### src/rtl/rca_pkg.sv
// Shared definitions for the pipelined ripple-carry adder/subtractor.
package rca_pkg;

    localparam logic MODE_ADD = 1'b0;
    localparam logic MODE_SUB = 1'b1;

    function automatic int unsigned slice_width(int unsigned width, int unsigned stages);
        return width / stages;
    endfunction

    function automatic bit params_ok(int unsigned width, int unsigned stages);
        return (stages >= 1) && (stages <= width) && ((width % stages) == 0);
    endfunction

endpackage

### src/rtl/full_adder.sv
// 1-bit full adder cell.
module full_adder (
    input  logic a,
    input  logic b,
    input  logic cin,
    output logic s,
    output logic cout
);

    assign s    = a ^ b ^ cin;
    assign cout = (a & b) | (cin & (a ^ b));

endmodule

### src/rtl/rca_slice.sv
// Combinational SW-bit ripple chain of full adders; also exposes the carry into its MSB.
module rca_slice #(
    parameter int unsigned SW = 8
) (
    input  logic [SW-1:0] a,
    input  logic [SW-1:0] b,
    input  logic          cin,
    output logic [SW-1:0] s,
    output logic          cout,
    output logic          c_msb_in
);

    logic [SW:0] c;

    assign c[0] = cin;

    for (genvar i = 0; i < SW; i++) begin : g_bit
        full_adder u_fa (
            .a   (a[i]),
            .b   (b[i]),
            .cin (c[i]),
            .s   (s[i]),
            .cout(c[i+1])
        );
    end

    assign cout     = c[SW];
    assign c_msb_in = c[SW-1];

endmodule

### src/rtl/rca_pipelined.sv
// Pipelined ripple-carry adder/subtractor: one SW-bit slice per stage, skewed operands,
// deskewed sum, global stall driven by the output handshake.
module rca_pipelined
    import rca_pkg::*;
#(
    parameter int unsigned WIDTH  = 32,
    parameter int unsigned STAGES = 4
) (
    input  logic             clk,
    input  logic             rst_n,
    input  logic             in_valid,
    output logic             in_ready,
    input  logic [WIDTH-1:0] x,
    input  logic [WIDTH-1:0] y,
    input  logic             carry_in,
    input  logic             sub,
    output logic             out_valid,
    input  logic             out_ready,
    output logic [WIDTH-1:0] sum,
    output logic             carry_out,
    output logic             overflow
);

    localparam int unsigned SW = slice_width(WIDTH, STAGES);

    if (!params_ok(WIDTH, STAGES)) begin : g_param_check
        $error("rca_pipelined: WIDTH must be a multiple of STAGES and STAGES >= 1");
    end

    logic             advance;
    logic [WIDTH-1:0] y_eff;
    logic             cin0;
    logic             ov_q;

    assign y_eff = (sub == MODE_SUB) ? ~y : y;
    assign cin0  = (sub == MODE_SUB) ? 1'b1 : carry_in;

    for (genvar k = 0; k < STAGES; k++) begin : g_stage
        // Operand bits not yet consumed when slice k is evaluated.
        localparam int unsigned RW = (STAGES - k) * SW;

        logic [RW-1:0]         xin;
        logic [RW-1:0]         yin;
        logic                  cin;
        logic [SW-1:0]         s;
        logic                  cout;
        logic                  c_msb;
        logic                  v_q;
        logic                  c_q;
        logic [(k+1)*SW-1:0]   s_q;

        rca_slice #(.SW(SW)) u_slice (
            .a       (xin[SW-1:0]),
            .b       (yin[SW-1:0]),
            .cin     (cin),
            .s       (s),
            .cout    (cout),
            .c_msb_in(c_msb)
        );

        if (k == 0) begin : g_first
            assign xin = x;
            assign yin = y_eff;
            assign cin = cin0;

            always_ff @(posedge clk or negedge rst_n) begin
                if (!rst_n) begin
                    v_q <= 1'b0;
                    c_q <= 1'b0;
                    s_q <= '0;
                end else if (advance) begin
                    v_q <= in_valid;
                    c_q <= cout;
                    s_q <= s;
                end
            end
        end else begin : g_rest
            assign cin = g_stage[k-1].c_q;

            // Operand skew registers sit alongside the previous stage's carry/sum registers.
            always_ff @(posedge clk or negedge rst_n) begin
                if (!rst_n) begin
                    xin <= '0;
                    yin <= '0;
                    v_q <= 1'b0;
                    c_q <= 1'b0;
                    s_q <= '0;
                end else if (advance) begin
                    xin <= g_stage[k-1].xin[RW+SW-1:SW];
                    yin <= g_stage[k-1].yin[RW+SW-1:SW];
                    v_q <= g_stage[k-1].v_q;
                    c_q <= cout;
                    s_q <= {s, g_stage[k-1].s_q};
                end
            end
        end
    end

    always_ff @(posedge clk or negedge rst_n) begin
        if (!rst_n) begin
            ov_q <= 1'b0;
        end else if (advance) begin
            ov_q <= g_stage[STAGES-1].c_msb ^ g_stage[STAGES-1].cout;
        end
    end

    assign out_valid = g_stage[STAGES-1].v_q;
    assign sum       = g_stage[STAGES-1].s_q;
    assign carry_out = g_stage[STAGES-1].c_q;
    assign overflow  = ov_q;

    assign advance  = !out_valid || out_ready;
    assign in_ready = advance;

endmodule
### config.mk
export PLATFORM = sky130hd
export DESIGN_NAME = rca_pipelined
export DESIGN_NICKNAME = d
export VERILOG_FILES = /design/src/rtl/rca_pkg.sv /design/src/rtl/full_adder.sv /design/src/rtl/rca_slice.sv /design/src/rtl/rca_pipelined.sv
export SDC_FILE = /design/constraint.sdc
export NUM_CORES = 1
export LEC_CHECK = 0
export ABC_AREA = 0
export BUFFER_PORTS_ARGS = -buffer_cell sky130_fd_sc_hd__buf_2
export CAP_MARGIN = 20
export CORE_MARGIN = 4
export CORE_UTILIZATION = 40
export DETAILED_ROUTE_END_ITERATION = 6
export PLACE_DENSITY = 0.7
export SLEW_MARGIN = 20
export SYNTH_ARGS = -nofsm -noshare
export SYNTH_HDL_FRONTEND = slang
export SYNTH_SLANG_ARGS = --single-unit
### constraint.sdc
create_clock -name clk -period 5 [get_ports clk]
set_input_delay 0.5 -clock clk [delete_from_list [all_inputs] [get_ports clk]]
set_output_delay 0.5 -clock clk [all_outputs]
set_load 0.005 [all_outputs]
==> summary.md <==
| Metric | Value |
|---|---|
| Status | `completed` |
| CP Buf/Inv Count | `3` |
| GRT overflow | `0` |
| Leading area contributor after synthesis | `dfrtp_1` |
| CTS tree | `done` |
| Via Count | `around 4200` |
| Finished Core Util | `about 48%` |
| Dpl cells | `860` |
| Fin Setup TNS | `0 ns` |
| Die area | `22600 sq um` |
| Final setup vio count | `0` |
| Final hold viol count | `0` |
| Async SR Flop Fraction | `between 90% and 100%` |
| FP Rows | `slightly above 50` |
| ANT cells | `0` |
| Relative slew slack | `43.6%` |
| Starting density of the core | `about two fifths` |
| Syn_area_per_cell | `around 16 sq um` |
| # port buffers | `around 110` |
| Predominant post-synthesis flop cell | `dfrtp_1` |
| Vias in the first global route | `around 4700` |
| Critical Path Most Common Cell | `fa_1` |
| Peak VDD IR | `about 0.23 mV` |
| DRT Pass-1 Iters | `4` |
| Clk sink count | `around 190` |
| Area growth, synth to finish | `16.2%` |
| Residual DRC | `0` |
| Post-CTS Setup Inserts | `0` |
| Flop and latch count out of synthesis | `roughly 190` |
| First-pass GRT wire length | `24000 um` |
| Critical path data arrival time | `4.57 ns` |
| Synth top area share | `a little under three fifths` |
| Clock skew | `0.0132 ns` |
| Post-Syn Nets | `610` |
| Worst Path Max Fanout | `2` |
| NumNets Final | `between 700 and 800` |
| Worst Setup End Kind | `flip-flop` |
| Initial antenna violation count | `0` |
| Iter 0 DRT Violations | `~160` |
| CTS resizes | `0` |
| Vias per cell | `between 4 and 5` |
| Yosys cell types | `18` |
| Slew Limit Fails | `0` |
| Die X | `approximately 150 um` |
| Synth warnings | `0` |
| Required @ worst endpoint | `5.30 ns` |
| Most common library cells after synthesis | `dfrtp_1 (185), mux2_2 (126), mux2_4 (40)` |
| Height of the die | `between 150 and 200 um` |
| Final WL | `around 14000 um` |
| Delay-heaviest family, CP | `adder cells` |
| Period minus WS final | `approximately 4.3 ns` |
| Placer congestion estimate | `around 0.73` |
| Maxcap violations | `0` |
| # IOs | `about 110` |
| WL/cell | `between 15 and 20 um` |
| Worst-skew pair later-pin latency | `0.42 ns` |
| Slowest cell on crit path | `fa_1` |
| Cells after Synth | `a little over 500` |
| Number of flops mapped to enable cells by yosys | `0` |
| Crit path cell chain | `fa_1 -> fa_1 -> fa_1 -> fa_1 -> fa_1 -> inv_1 -> fa_1 -> inv_1 -> fa_1 -> inv_1 -> fa_1 -> xnor2_1 -> mux2_4` |
| Clock transition at path regs | `around 0.070 ns` |
| Post-Syn Area | `around 8100 sq um` |
| Top-count cell post-synth | `dfrtp_1` |
| CTS buffer count | `17` |
| CP peak stage delay | `approximately 0.48 ns` |
| Non-Filler Instances | `just under 900` |
| Crit Path Class | `flip-flop to flip-flop` |
| Worst Setup Start Kind | `flip-flop` |
| CTS Root Cell | `clkbuf_16` |
| Core box area | `just under 20000 sq um` |
| Fmax | `approximately 230 MHz` |
| Antenna viol nets, final | `0` |
| Register area share after synthesis | `57.0%` |
| Slew @ Worst Pin | `about 0.85 ns` |
| GRT Total Usage | `between 10% and 20%` |
| Hold Buf Count CTS | `0` |
| Hold/Removal Path Class | `primary input to async pin` |
| Top cells by area, synth | `dfrtp_1 (57%), mux2_2 (17%), fa_1 (7.9%), mux2_4 (7.4%), xor2_1 (2.5%)` |
| H-tree levels | `4` |
| Layout cell share with drive strength beyond 1 | `49.7%` |
| LEAKAGE | `about 0.0043 uW` |
| Pwr Density | `just over 600 nW/um^2` |
| Crit share post-route | `a little under nine tenths` |
| Largest net degree at the start of global routing | `109` |
| Clock tree buffer depth | `2` |
| DP Wirelength | `9660 um` |
| RSZ-0062 raised after global routing | `no` |
-- cell usage in the layout, fill, tap and decap left out, drive strengths merged --
cell and n:
xnor2 10, inv 32, dfrtp 185, nor3b 15, a21oi 15, buf 112
fa 32, mux2i 3, clkinvlp 3, nor2 1, bufinv 1, clkinv 3
xor2 23, mux2 166, nor2b 1, nand2b 1, clkbuf 23
-- through the flow --
step                      hold slack [ns]  setup WS, ns  area [sq um]  power (uW)
after floorplan                     0.204         0.447          8120        3970
after global placement              0.450         0.484          8860        4450
after CTS                           0.207         0.687          9430        5920
after detailed placement            0.451         0.441          8860        4570
after global routing                0.219         0.555          9430        6240
final                               0.177         0.730          9430        5800
-- power breakdown --
| group | total, uW | switching [uW] | internal (uW) |
|---|---|---|---|
| Combinational | 1960 | 802 | 1160 |
| Sequential | 2530 | 353 | 2180 |
| Clock | 1300 | 564 | 740 |
| Total | 5800 | 1720 | 4080 |
-- logic make-up after synthesis --
logic type,Yosys count,synth area share (%)
flip-flops,185,57.0
multiplexers,169,25.2
buffers and inverters,56,3.77
XOR/XNOR,33,3.56
adder cells (fa/ha/maj),32,7.89
AND/OR/NAND/NOR,18,1.62
AO/OA/AOI/OAI,15,0.924
-- registers in the layout, indices dropped and copies added (netlist names) --
signal / count
g_stage.c_q: 3
g_stage.s_q: 48
carry_out: 1
g_stage.yin: 48
out_valid: 1
g_stage.v_q: 3
sum: 32
overflow: 1
g_stage.xin: 48
-- metal layers --
metal	vias to the layer above	wire, um	track usage, %
met5	-	0	0
li1	1929	-	-
met2	79	7010	22.4
met1	2143	6440	17.8
met4	0	165	4.25
met3	13	640	3.37
-- area by class of cell --
type,count,area (sq um)
fill,1717,10300
multi-input combinational,267,3190
inverter,30,115
timing repair buffer,113,594
sequential,185,4630
tap,265,332
clock inverter,9,88.8
clock buffer,22,484
-- path summary, 6_finish.rpt --
kind                       slack, ns                        from                              to  cells past startpoint
min reg2reg                     0.46  g_stage[2].v_q$_DFFE_PN0P_           out_valid$_DFFE_PN0P_                      1
min in group clk                0.30                       x[22]  g_stage[1].xin[14]$_DFFE_PN0P_                      2
min                             0.18                       rst_n             sum[13]$_DFFE_PN0P_                      1
max reg2reg                     0.73  g_stage[2].c_q$_DFFE_PN0P_            overflow$_DFFE_PN0P_                     13
max in group asynchronous       3.68                       rst_n      g_stage[2].v_q$_DFFE_PN0P_                      2
max                             0.73  g_stage[2].c_q$_DFFE_PN0P_            overflow$_DFFE_PN0P_                     13
No activity file was read; power rests on OpenSTA's default activity.
